===== src/rtl/alarm_scheduler_pkg.sv =====
// Shared definitions for the alarm scheduler: FSM state encodings, default
// constants and the slot-index width helper.
package alarm_scheduler_pkg;

    typedef enum logic [1:0] {
        ST_IDLE    = 2'd0,
        ST_RINGING = 2'd1,
        ST_SNOOZED = 2'd2
    } alarm_state_e;

    localparam int DEF_NUM_ALARMS   = 4;
    localparam int DEF_TIME_W       = 12;
    localparam int DEF_RING_TIMEOUT = 60;
    localparam int DEF_SNOOZE_TICKS = 300;
    localparam int DEF_MAX_SNOOZE   = 3;

    function automatic int calc_idx_w(input int n);
        return (n > 1) ? $clog2(n) : 1;
    endfunction

endpackage


===== src/rtl/alarm_scheduler_slot_bank.sv =====
// Alarm slot storage: write port, one-shot armed bits and per-slot time
// compare producing the hit vector on each 1 s tick.
module alarm_scheduler_slot_bank
    import alarm_scheduler_pkg::*;
#(
    parameter int NUM_ALARMS = DEF_NUM_ALARMS,
    parameter int TIME_W     = DEF_TIME_W,
    parameter int IDX_W      = calc_idx_w(DEF_NUM_ALARMS)
) (
    input  logic                  clk_i,
    input  logic                  rst_n_i,
    input  logic                  tick_i,
    input  logic [TIME_W-1:0]     cur_time_i,
    input  logic                  wr_en_i,
    input  logic [IDX_W-1:0]      wr_idx_i,
    input  logic [TIME_W-1:0]     wr_time_i,
    input  logic                  wr_arm_i,
    output logic                  wr_ok_o,
    output logic [NUM_ALARMS-1:0] armed_o,
    output logic [NUM_ALARMS-1:0] hit_o
);

    localparam logic [IDX_W:0] NUM_L = (IDX_W + 1)'(NUM_ALARMS);

    logic [TIME_W-1:0]     slot_time_q [NUM_ALARMS];
    logic [TIME_W-1:0]     slot_time_d [NUM_ALARMS];
    logic [NUM_ALARMS-1:0] armed_q;
    logic [NUM_ALARMS-1:0] armed_d;
    logic [NUM_ALARMS-1:0] hit_s;
    logic                  wr_ok_s;

    assign wr_ok_s = wr_en_i && ({1'b0, wr_idx_i} < NUM_L);

    // Hit detection uses the registered (pre-write) slot contents.
    always_comb begin
        hit_s = '0;
        for (int i = 0; i < NUM_ALARMS; i++) begin
            hit_s[i] = tick_i & armed_q[i] & (slot_time_q[i] == cur_time_i);
        end
    end

    // A hit disarms its slot; a same-edge write to that slot takes precedence.
    always_comb begin
        slot_time_d = slot_time_q;
        armed_d     = armed_q & ~hit_s;
        if (wr_ok_s) begin
            slot_time_d[wr_idx_i] = wr_time_i;
            armed_d[wr_idx_i]     = wr_arm_i;
        end else begin
            armed_d = armed_q & ~hit_s;
        end
    end

    // Slot registers.
    always_ff @(posedge clk_i) begin
        if (!rst_n_i) begin
            slot_time_q <= '{default: '0};
            armed_q     <= '0;
        end else begin
            slot_time_q <= slot_time_d;
            armed_q     <= armed_d;
        end
    end

    assign wr_ok_o = wr_ok_s;
    assign armed_o = armed_q;
    assign hit_o   = hit_s;

endmodule


===== src/rtl/alarm_scheduler.sv =====
// Multi-slot one-shot alarm engine with pending queue and ring FSM.
// Optional snooze path is enabled by defining ALARM_SNOOZE_EN.
module alarm_scheduler
    import alarm_scheduler_pkg::*;
#(
    parameter int NUM_ALARMS   = DEF_NUM_ALARMS,
    parameter int TIME_W       = DEF_TIME_W,
    parameter int RING_TIMEOUT = DEF_RING_TIMEOUT,
    parameter int SNOOZE_TICKS = DEF_SNOOZE_TICKS,
    parameter int MAX_SNOOZE   = DEF_MAX_SNOOZE,
    localparam int IDX_W       = calc_idx_w(NUM_ALARMS)
) (
    input  logic                  MCLK,
    input  logic                  RESET,
    input  logic                  tick_1s,
    input  logic [TIME_W-1:0]     cur_time,
    input  logic                  wr_en,
    input  logic [IDX_W-1:0]      wr_idx,
    input  logic [TIME_W-1:0]     wr_time,
    input  logic                  wr_arm,
    input  logic                  dismiss,
    input  logic                  snooze,
    output logic [NUM_ALARMS-1:0] armed,
    output logic [NUM_ALARMS-1:0] pending,
    output logic                  ringing,
    output logic [IDX_W-1:0]      ring_idx,
    output logic [1:0]            state,
    output logic [1:0]            snooze_cnt,
    output logic                  missed
);

    localparam int RC_W = $clog2(RING_TIMEOUT + 1);
    localparam logic [RC_W-1:0] RING_LAST = RC_W'(RING_TIMEOUT - 1);

    alarm_state_e          state_q, state_d;
    logic [NUM_ALARMS-1:0] pending_q, pending_d;
    logic [IDX_W-1:0]      ring_idx_q, ring_idx_d;
    logic [RC_W-1:0]       ring_cnt_q, ring_cnt_d;
    logic                  missed_q, missed_d;
    logic [NUM_ALARMS-1:0] hit_s;
    logic [NUM_ALARMS-1:0] wr_clr_s;
    logic [NUM_ALARMS-1:0] cand_s;
    logic [IDX_W-1:0]      first_idx_s;
    logic                  wr_ok_s;

`ifdef ALARM_SNOOZE_EN
    localparam int SC_W = $clog2(SNOOZE_TICKS + 1);
    localparam logic [SC_W-1:0] SNZ_LAST = SC_W'(SNOOZE_TICKS - 1);
    localparam logic [1:0]      SNZ_MAX  = 2'(MAX_SNOOZE);

    logic [SC_W-1:0] snz_cnt_q, snz_cnt_d;
    logic [1:0]      snooze_cnt_q, snooze_cnt_d;
`else
    logic unused_snooze_s;
    assign unused_snooze_s = snooze;
`endif

    alarm_scheduler_slot_bank #(
        .NUM_ALARMS (NUM_ALARMS),
        .TIME_W     (TIME_W),
        .IDX_W      (IDX_W)
    ) u_slot_bank (
        .clk_i      (MCLK),
        .rst_n_i    (RESET),
        .tick_i     (tick_1s),
        .cur_time_i (cur_time),
        .wr_en_i    (wr_en),
        .wr_idx_i   (wr_idx),
        .wr_time_i  (wr_time),
        .wr_arm_i   (wr_arm),
        .wr_ok_o    (wr_ok_s),
        .armed_o    (armed),
        .hit_o      (hit_s)
    );

    // Queue candidates include same-edge hits; a write drops its slot's old pending bit.
    always_comb begin
        wr_clr_s = '0;
        if (wr_ok_s) begin
            wr_clr_s[wr_idx] = 1'b1;
        end else begin
            wr_clr_s = '0;
        end
        cand_s      = (pending_q & ~wr_clr_s) | hit_s;
        first_idx_s = '0;
        for (int i = NUM_ALARMS - 1; i >= 0; i--) begin
            if (cand_s[i]) begin
                first_idx_s = IDX_W'(i);
            end else begin
                first_idx_s = first_idx_s;
            end
        end
    end

    // Ring FSM next-state and counter logic.
    always_comb begin
        state_d    = state_q;
        pending_d  = cand_s;
        ring_idx_d = ring_idx_q;
        ring_cnt_d = ring_cnt_q;
        missed_d   = wr_ok_s ? 1'b0 : missed_q;
`ifdef ALARM_SNOOZE_EN
        snz_cnt_d    = snz_cnt_q;
        snooze_cnt_d = snooze_cnt_q;
`endif
        case (state_q)
            ST_IDLE: begin
                if (cand_s != '0) begin
                    state_d                = ST_RINGING;
                    ring_idx_d             = first_idx_s;
                    pending_d[first_idx_s] = 1'b0;
                    ring_cnt_d             = '0;
`ifdef ALARM_SNOOZE_EN
                    snooze_cnt_d           = 2'd0;
`endif
                end else begin
                    state_d = ST_IDLE;
                end
            end
            ST_RINGING: begin
                if (dismiss) begin
                    state_d = ST_IDLE;
`ifdef ALARM_SNOOZE_EN
                end else if (snooze && (snooze_cnt_q < SNZ_MAX)) begin
                    state_d      = ST_SNOOZED;
                    snz_cnt_d    = '0;
                    snooze_cnt_d = snooze_cnt_q + 2'd1;
`endif
                end else if (tick_1s) begin
                    if (ring_cnt_q == RING_LAST) begin
                        state_d  = ST_IDLE;
                        missed_d = 1'b1;
                    end else begin
                        ring_cnt_d = ring_cnt_q + RC_W'(1);
                    end
                end else begin
                    state_d = ST_RINGING;
                end
            end
            ST_SNOOZED: begin
`ifdef ALARM_SNOOZE_EN
                if (dismiss) begin
                    state_d = ST_IDLE;
                end else if (tick_1s) begin
                    if (snz_cnt_q == SNZ_LAST) begin
                        state_d    = ST_RINGING;
                        ring_cnt_d = '0;
                    end else begin
                        snz_cnt_d = snz_cnt_q + SC_W'(1);
                    end
                end else begin
                    state_d = ST_SNOOZED;
                end
`else
                state_d = ST_IDLE;
`endif
            end
            default: begin
                state_d = ST_IDLE;
            end
        endcase
    end

    // State and counter registers.
    always_ff @(posedge MCLK) begin
        if (!RESET) begin
            state_q    <= ST_IDLE;
            pending_q  <= '0;
            ring_idx_q <= '0;
            ring_cnt_q <= '0;
            missed_q   <= 1'b0;
        end else begin
            state_q    <= state_d;
            pending_q  <= pending_d;
            ring_idx_q <= ring_idx_d;
            ring_cnt_q <= ring_cnt_d;
            missed_q   <= missed_d;
        end
    end

`ifdef ALARM_SNOOZE_EN
    // Snooze counters.
    always_ff @(posedge MCLK) begin
        if (!RESET) begin
            snz_cnt_q    <= '0;
            snooze_cnt_q <= 2'd0;
        end else begin
            snz_cnt_q    <= snz_cnt_d;
            snooze_cnt_q <= snooze_cnt_d;
        end
    end

    assign snooze_cnt = snooze_cnt_q;
`else
    assign snooze_cnt = 2'd0;
`endif

    assign pending  = pending_q;
    assign ringing  = (state_q == ST_RINGING);
    assign ring_idx = ring_idx_q;
    assign state    = state_q;
    assign missed   = missed_q;

endmodule

===== config.mk =====
export PLATFORM = sky130hd
export DESIGN_NAME = alarm_scheduler
export DESIGN_NICKNAME = d
export VERILOG_FILES = /design/src/rtl/alarm_scheduler_pkg.sv /design/src/rtl/alarm_scheduler_slot_bank.sv /design/src/rtl/alarm_scheduler.sv
export SDC_FILE = /design/constraint.sdc
export NUM_CORES = 1
export LEC_CHECK = 0
export ABC_AREA = 1
export CAP_MARGIN = 40
export CORE_AREA = 3 3 83 85
export DETAILED_ROUTE_END_ITERATION = 8
export DIE_AREA = 0 0 86 88
export HOLD_SLACK_MARGIN = 0.05
export PLACE_DENSITY = 0.81
export SLEW_MARGIN = 20
export SYNTH_ARGS = -nofsm -noshare
export SYNTH_HDL_FRONTEND = slang
export SYNTH_SLANG_ARGS = --single-unit

===== constraint.sdc =====
create_clock -name MCLK -period 2.2 [get_ports MCLK]
set_input_delay 0.66 -clock MCLK [delete_from_list [all_inputs] [get_ports MCLK]]
set_output_delay 0.66 -clock MCLK [all_outputs]
set_load 0.005 [all_outputs]

== Word-level counts from Yosys, hierarchy flattened ==
Cells that the tools add are included.
Storage, ports and cells
  RAM bits: 0
  output and inout port bits: 16
  ROM bits: 0
  bits in registers: 67
  memories: 0
  latch bits: 0
  logic and storage cells: 83
Operators by class
  magnitude comparators: 6
  multiply operators: 0
  mux-type cells: 31
  shift-type cells: 0
  reduce and logical (&&, ||, !) cells: 8
  bitwise logic cells: 16
  divide/modulo/power cells: 0
  add/subtract/negate cells: 1
  equality and inequality tests: 11
Operators by type and width (number)
  $bwmux 48: 1
  $eq 12x12->1: 4
  $demux 12 s2: 1
  $mux 6: 4
  $mux 4: 4
  $mux 2: 7
  $and 4x4->4: 3
  $mux 12: 1
  $not 4->4: 3
  $pmux 6 s2: 1
  $and 1x1->1: 8
  $mux 1: 8
  $ne 2x2->1 const B: 4
  $add 6x1->6 const B: 1
  $eq 6x6->1 const B: 1
  $lt 2x3->1 const B: 2
  $reduce_and 5->1: 1
  $bwmux 4: 1
  $demux 1 s2: 2
  $ge 2x1->1 const B: 2
  $ne 4x3->1 const B: 1
  $or 4x4->4: 1
  $pmux 2 s2: 1
  $reduce_bool 4->1: 1
  other kinds (8): 10

== Logic depth before layout (Yosys ltp) ==
Gate-level depths: netlist of run 1.
  word-level depth: 20
  mapped depth: 15
  mapped depth without buffers: 14

== Cells and area by module ==
Synthesis of run 1 repeated with hierarchy kept, for this count alone.
Second synthesis, totals
  cells, all modules: 605
  area total of the unflattened synthesis: 3701.0 um^2
By module, submodules not included
  alarm_scheduler_slot_bank: area each 2970.3 um^2, cells each 499, times used 1, seq. area each 1041.0 um^2
  alarm_scheduler: area each 730.7 um^2, cells each 106, times used 1, seq. area each 280.3 um^2

== Worst setup path before layout of run 1 ==
Ideal clock, no wire load.
  path kind: input to register
  start: in cur_time[2]
  end: reg state_q[0], in the netlist state[0]
  stages: 13
  path buffers: 1
  slack: 0.439 ns
  required time: 2.088 ns
  data arrival time: 1.649 ns
  library setup time: 0.112 ns
  cells stage by stage: buf_2 > nand2_1 > inv_1 > o21ai_1 > nor2_1 > nand2_1 > nand2_2 > nor2_1 > nand2_1 > nand2_2 > nand2_4 > o21ai_2 > inv_1
On the way
  word-level cells in the longest chain between the ends: 6
RTL lines
  from (decl): line alarm_scheduler.sv:16  | input logic [TIME_W-1:0] cur_time,
  $eq 12x12->1: line alarm_scheduler_slot_bank.sv:38  | hit_s[i] = tick_i & armed_q[i] & (slot_time_q[i] == cur_time_i);
  $and 1x1->1: line alarm_scheduler_slot_bank.sv:38
  $or 4x4->4 *: line alarm_scheduler.sv:84  | cand_s = (pending_q & ~wr_clr_s) | hit_s;
  $reduce_bool 4->1 *: line alarm_scheduler.sv:108  | if (cand_s != '0) begin
  $mux 1 *: line alarm_scheduler.sv:108
  $pmux 2 s2 *: line alarm_scheduler.sv:106  | case (state_q)
  to (signal assigned): line alarm_scheduler.sv:173  | state_q <= state_d;
  to (decl): line alarm_scheduler.sv:35  | alarm_state_e state_q, state_d;
Mark *: on every way between the ends. The rest lies on a longest branch, timed or not.
A chain may end at the register's enable or synchronous reset.

== Worst setup path after layout of run 1 ==
  start: in cur_time[10]
  end: reg ring_cnt_q[0]
On the way
  word-level cells in the longest chain between the ends: 6
RTL lines
  $eq 12x12->1: line alarm_scheduler_slot_bank.sv:38
  $and 1x1->1: line alarm_scheduler_slot_bank.sv:38
  $or 4x4->4 *: line alarm_scheduler.sv:84
  $reduce_bool 4->1 *: line alarm_scheduler.sv:108
  $ne 2x2->1 (no source line) *
  $reduce_and 5->1 (no source line) *
  to (signal assigned): line alarm_scheduler.sv:176  | ring_cnt_q <= ring_cnt_d;
  to (decl): line alarm_scheduler.sv:38  | logic [RC_W-1:0] ring_cnt_q, ring_cnt_d;
Marks and branches as above.

==> results.yml, run 1 <==
cts:
  postCtsResizedCells: 0
  cts_tree: "built"
  postCtsHoldBufs: 0
  cts-root-buf: "clkbuf_8"
  htree_levels: 3
  cts_setup_buffers: 0
  cts_buffer_depth: 2
  cts_sinks: 66
  clk_latency_ns: 0.34
  cts_buffers: 9
  clk_pin_slew_ns: 0.07
critical_path:
  crit_slowest_cell: "clkdlybuf4s50_1"
  worstPathArrival_ns: 2.31
  cp_max_fo: 6
  worstSetupEndpointType: "flip-flop"
  crit_chain: "clkdlybuf4s50_1 > inv_2 > nand2_1 > nand2_1 > nor2_1 > nand2_1 > nor2_1 > nand2_1 > nand2_1 > nor2_1 > nand2_1 > nand2_2 > nand2_4 > a21oi_1"
  crit_path_start_kind: "primary input"
  crit_path_frequent_cell: "nand2_1"
  worst-endpoint-required_ns: 2.42
  ff2ff_path_depth: 11
  max_stage_delay_ns: 0.58
  path_class: "in2reg"
detailed_routing:
  ant_nets: 0
  drc: 0
  drt_iter0_drc: 159
  drt_wl_total_um: 8265
  wl_per_cell_um: 12.41
  dr.pass1.iters: 5
  dr_total_vias: 3346
  vias_per_cell: 5.024
global_route:
  antenna_found_initial: 0
  grt-ovfl-total: 0
  grtUsageTotal_pct: 22.86
  grt_max_degree: 43
  grt_pass1_wl_um: 13860
  grt_pass1_vias: 3134
sta:
  worst_slack_ns: 0.1198
  fin_skew_ns: 0.005005
  max_freq_ghz: 0.4807
  min_period_ns: 2.080
  setup_viol: 0
  hold_viol_final: 0
  rsz0062_at_grt: "no"
  period_share_pct: 94.55
  drv_slew: 0
  fin_hold_ws_ns: 0.4649
placed_design:
  port_buffers: 44
  dp_slack_ns: -0.2883
  dp.cells: 650
  hpwlAfterDp_um: 6166
  place_congestion: 0.8806
power_and_ir_drop:
  clkPwrFrac_pct: 36.8
  p_sw_uw: 657.8
  max-vdd-ir-drop_mv: 0.3488
  power_frac_comb_pct: 13.4
  intPower_uw: 1891
  power.leakage_uw: 0.001928
  switching_share_pct: 25.80
  power-per-cell-area_nw_per_um2: 608.0
  p_seq_share_pct: 49.8
layout:
  fillCellCount: 553
  multi_input_area_um2: 1655
  antennaDiodeCount: 0
  nets: 618
  seq_area_um2: 1321
  mostFrequentLayoutCell: "nand2_1"
  final_layout_size_suffix_gt1_share_pct: 11.38
  instances_no_fill: 666
  final_cell_mix: "nand2_1, dfxtp_1, nor2_1, inv_1, a21oi_1"
  syn2layout_area_growth_pct: 26.36
floorplanning:
  num_rows: 29
  start_util_pct: 52.86
  dieArea_um2: 7568
  die_y_um: 88
  design.portCount: 49
  chipWidth_um: 86
  core_region_area_um2: 6277
synth:
  avgSynthCellArea_um2: 6.357
  syn_inst: 522
  ys_types: 32
  synth_area_um2: 3318
  ys_seq_elements: 66
  yosysSeqAreaShare_pct: 39.82
  yosys_warnings: 0
job:
  cap_viol_max_count: 0
outcome:
  status: "completed"
hold_path:
  hold_path_depth: 2
  hold_class: "reg2reg"
[registers in the layout (all words and copies together), names as in the netlist]
| signal | flops |
|---|---|
| u_slot_bank.slot_time_q | 48 |
| ring_cnt_q | 6 |
| pending | 4 |
| u_slot_bank.armed_o | 4 |
| ring_idx | 2 |
| missed | 1 |
| state | 1 |
[critical path, delay by kind of cell]
kind | cells | cell delay, ns
simple gates | 11 | 0.92
compound gates | 1 | 0.07
buf+inv | 2 | 0.65
[cells by family (layout without fill, tap and decap cells)]
family | count (synthesis) | count (layout) | share of synthesized area, %
xor gates and xnor gates | 8 | 8 | 2.112
other | 1 | 3 | 0.1130
DFF | 66 | 66 | 39.82
and+or+nand+nor | 247 | 247 | 30.24
AOI/OAI and AO/OA | 109 | 109 | 16.63
buffers and inverters | 90 | 155 | 10.71
adders and majority gates | 1 | 1 | 0.3770
[synthesized netlist by cell type, drive strengths merged]
cell    number  area (um2)
or2          3       18.78
nand2      161       621.8
nand3b       1       7.510
nor3b        1       7.510
xor2         1       8.760
buf          8       47.55
dfxtp       66        1321
nor4         1       6.260
nor2        60       230.2
a21oi       52       260.3
nand3       14       70.07
a211oi       1       7.510
inv         68       255.3
conb         1       3.750
nor3         5       35.03
xnor2        7       61.31
clkinv       1       3.750
ha           1       12.51
nand4        1       6.260
clkbuf      13       48.80
o21ai       56       284.0
[path summary, 6_finish.rpt]
check                              start                     endpoint  slack (ns)
max                         cur_time[10]                ring_cnt_q[0]        0.12
min          u_slot_bank.slot_time_q[21]  u_slot_bank.slot_time_q[21]        0.46
max reg2reg       u_slot_bank.armed_o[3]                ring_cnt_q[0]        0.54
min reg2reg  u_slot_bank.slot_time_q[21]  u_slot_bank.slot_time_q[21]        0.46
[power by group through the flow]
stage / Combinational, uW / Sequential [uW] / Clock (uW)
detailed placement: 342 / 1290 / 0
global placement: 335 / 1290 / 0
finish: 342 / 1270 / 939
global route: 385 / 1270 / 998
floorplan: 195 / 1290 / 0
CTS: 344 / 1270 / 951
[layout make-up]
type / instances / share of cell area [%]
inverter: 69 / 6.177
tap: 77 / 2.298
clock inverter: 2 / 0.2387
timing repair buffer: 70 / 16.17
clock buffer: 14 / 4.118
multi-input combinational: 368 / 39.48
sequential: 66 / 31.51
[routing by layer]
metal | global-route usage (%) | routed length (um) | vias up
li1 | - | - | 1748
met5 | 0 | 0 | -
met1 | 28.47 | 3789 | 1503
met4 | 8.777 | 161 | 0
met2 | 39.73 | 4002 | 77
met3 | 3.575 | 311 | 18
[metrics by stage]
step	utilization [%]	TNS [ns]	power, uW	area [um2]
finish	66.79	0	2549	4193
floorplan	-	0	1484	3326
detailed placement	63.30	-3.187	1636	3974
CTS	66.21	0	2562	4156
global route	66.79	0	2656	4193
global placement	63.30	-2.555	1627	3974
Note: power is estimated with default switching activity, not from simulation.
==> run 2, diff against run 1 <==
--- a/config.mk
+++ b/config.mk
@@ -7,12 +7,13 @@
 export LEC_CHECK = 0
 export ABC_AREA = 1
 export CAP_MARGIN = 40
-export CORE_AREA = 3 3 83 85
+export CORE_AREA = 3 3 87 89
 export DETAILED_ROUTE_END_ITERATION = 8
-export DIE_AREA = 0 0 86 88
+export DIE_AREA = 0 0 90 92
 export HOLD_SLACK_MARGIN = 0.05
-export PLACE_DENSITY = 0.81
+export PLACE_DENSITY = 0.8
 export SLEW_MARGIN = 20
 export SYNTH_ARGS = -nofsm -noshare
 export SYNTH_HDL_FRONTEND = slang
+export SYNTH_HIERARCHICAL = 1
 export SYNTH_SLANG_ARGS = --single-unit
==> results.yml, run 2 <==
outcome:
  status: "completed"
global_route:
  grtUsageTotal_pct: 29.53
  grt_pass1_wl_um: 19390
  grt-ovfl-total: 0
  grt_max_degree: 29
  grt_pass1_vias: 3940
  antenna_found_initial: 0
power_and_ir_drop:
  p_seq_share_pct: 44.8
  power.total_uw: 2836
  switching_share_pct: 29.39
  power.leakage_uw: 0.002346
  max-vdd-ir-drop_mv: 0.4458
  power_frac_comb_pct: 18.6
  p_sw_uw: 833.6
  power-per-cell-area_nw_per_um2: 558.5
  clkPwrFrac_pct: 36.7
  intPower_uw: 2003
detailed_routing:
  top_layer_used: "met4"
  vias_per_cell: 5.227
  drt_iter0_drc: 352
  drt_wl_total_um: 11940
  dr_total_vias: 4291
  drc: 0
  met2_length_um: 5430
  dr.pass1.iters: 5
  ant_nets: 0
  dr_wl_met3_um: 941
  drt-met1-wl_um: 5331
  wl_per_cell_um: 14.55
critical_path:
  crit_chain: "dlygate4sd2_1 > inv_1 > nand2_1 > nand2_1 > nor4_2 > nand2_1 > nor2_2 > inv_1 > nand2_2 > inv_1 > o21ai_0 > nand2_1 > a21oi_2"
  max_stage_delay_ns: 0.32
  cp_max_fo: 4
  crit_path_frequent_cell: "nand2_1"
  path_class: "in2reg"
  worstPathArrival_ns: 2.38
  crit_slowest_cell: "nor4_2"
  worstSetupEndpointType: "flip-flop"
  worst-endpoint-required_ns: 2.49
  crit_path_start_kind: "primary input"
cts:
  cts_buffer_depth: 2
  cts_buffers: 9
  htree_levels: 3
  cts_sinks: 66
  postCtsHoldBufs: 0
  clk_pin_slew_ns: 0.08
  cts_tree: "built"
  clk_latency_ns: 0.35
  cts-root-buf: "clkbuf_8"
synth:
  ys_dominant_reg_cell: "dfxtp_1"
  synth_top_family_by_area: "simple AND/OR/NAND/NOR gates"
  postSynth.asyncResetShare_pct: 0
  synth_fa_ha_area_share_pct: 0.3381
  synth_mux_area_share_pct: 0
  synth_area_um2: 3701
  synth_top_area_share_pct: 35.70
  synth-xor-area-share_pct: 0.4733
  synth_simple_gate_area_share_pct: 35.13
  synth_edf_count: 0
  ys_seq_elements: 66
  yosysTopAreaCell: "dfxtp_1"
  synth_compound_area_share_pct: 15.79
  yosysMostFrequentCell: "nand2_1"
  synth_commonest_cells: "nand2_1, inv_1, dfxtp_1"
  ys_types: 32
  syn_inst: 605
  yosys_warnings: 6
  yosysSeqAreaShare_pct: 35.70
  ys_top_cells_by_area: "dfxtp_1, nand2_1, inv_1"
  avgSynthCellArea_um2: 6.117
placed_design:
  dp.cells: 804
  place_congestion: 1.016
  port_buffers: 44
  placed_area_um2: 4773
  hpwlAfterDp_um: 9048
layout:
  top_register: "u_slot_bank/slot_time_q"
  mostFrequentLayoutCell: "nand2_1"
  fin_util_pct: 74.34
  largest_register_ffs: 48
  antennaDiodeCount: 0
  syn2layout_area_growth_pct: 37.22
  fillCellCount: 591
  final_area_um2: 5079
  final_layout_size_suffix_gt1_share_pct: 17.79
  reg_top3: "u_slot_bank/slot_time_q x48, ring_cnt_q x6"
  instances_no_fill: 821
  final_cell_mix: "nand2_1, inv_1, buf_4, dfxtp_1, nor2_1"
  nets: 754
sta:
  period_share_pct: 95.11
  drv_slew: 0
  min_period_ns: 2.093
  max_freq_ghz: 0.4779
  fin_skew_ns: 0.009069
  hold_viol_final: 0
  setup_viol: 0
floorplanning:
  dieArea_um2: 8280
  core_region_area_um2: 6832
  design.portCount: 49
  die_y_um: 92
  num_rows: 30
  chipWidth_um: 90
  start_util_pct: 54.18
job:
  cap_viol_max_count: 0
hold_path:
  hold_class: "reg2reg"
==> run 2: cell types whose count changed after synthesis, moves of 8 or more <==
cell      change
nand2_1      +27
clkbuf_1      -8
inv_1        +39
nand4_1      +13
inv_2        -15
nand3_1       +9
a21oi_1       +9
==> run 2: worst paths after layout <==
path                                               endpoint  slack [ns]                         from  depth (start not counted)
worst min register to register  u_slot_bank/slot_time_q[46]        0.47  u_slot_bank/slot_time_q[46]                          2
worst min-delay path            u_slot_bank/slot_time_q[46]        0.47  u_slot_bank/slot_time_q[46]                          2
worst max register to register                  ring_idx[0]        0.34  u_slot_bank/slot_time_q[33]                         13
worst max-delay path                            ring_idx[0]        0.11                  cur_time[5]                         13
==> run 2: area by class of cell <==
| cell class | count | area [um2] | share of cell area (%) |
|---|---|---|---|
| inverter | 92 | 345.3 | 6.800 |
| clock inverter | 6 | 67.56 | 1.330 |
| multi-input combinational | 430 | 2017 | 39.71 |
| sequential | 66 | 1321 | 26.02 |
| clock buffer | 10 | 127.6 | 2.513 |
| tap | 96 | 120.1 | 2.365 |
| timing repair buffer | 121 | 1080 | 21.26 |
==> run 2: kinds of logic (layout without fill, tap and decap cells) <==
group / count (synthesis) / after routing
other: 1 / 3
AO/OA/AOI/OAI: 115 / 115
AND/OR/NAND/NOR: 309 / 309
XOR/XNOR: 2 / 2
buffers and inverters: 111 / 229
flip-flops: 66 / 66
adder cells (fa/ha/maj): 1 / 1
==> run 2: critical path, delay by kind of cell <==
kind / cells / cell delay, ns
AO/OA/AOI/OAI: 2 / 0.29
buffers and inverters: 4 / 0.52
AND/OR/NAND/NOR: 7 / 0.90
==> run 2: layer usage <==
layer | up-vias | track usage (%)
met3 | 22 | 6.235
met2 | 173 | 46.55
li1 | 2141 | -
met1 | 1955 | 40.66
met5 | - | 0
met4 | 0 | 8.929
==> run 2: timing repair <==
action	CTS	global route
pin swaps	7	8
endpoints found under the setup margin	10	13
resized for setup	24	22
setup buffers	1	0
==> run 2: through the flow <==
stage / setup slack [ns] / setup TNS [ns] / hold WS [ns]
floorplan: 0.3503 / 0 / 0.4372
global placement: -0.4875 / -5.585 / 0.4505
detailed placement: -0.5244 / -5.921 / 0.4571
CTS: 0.002640 / 0 / 0.4681
global route: -0.004224 / -0.004224 / 0.4879
finish: 0.1075 / 0 / 0.4689
==> run 2: power by group through the flow <==
| stage | clock network [uW] | registers (uW) | logic [uW] |
|---|---|---|---|
| finish | 1040 | 1270 | 526 |
| global route | 1100 | 1280 | 577 |
| CTS | 1050 | 1270 | 511 |
| detailed placement | 0 | 1300 | 506 |
| global placement | 0 | 1290 | 496 |
| floorplan | 0 | 1290 | 248 |
==> run 3, diff against run 2 <==
--- a/config.mk
+++ b/config.mk
@@ -12,7 +12,7 @@
 export DIE_AREA = 0 0 90 92
 export HOLD_SLACK_MARGIN = 0.05
 export PLACE_DENSITY = 0.8
-export SLEW_MARGIN = 20
+export SKIP_LAST_GASP = 1
 export SYNTH_ARGS = -nofsm -noshare
 export SYNTH_HDL_FRONTEND = slang
 export SYNTH_HIERARCHICAL = 1
==> results of run 3 <==
The final DEF is identical to that of run 2; final timing and power are the same.
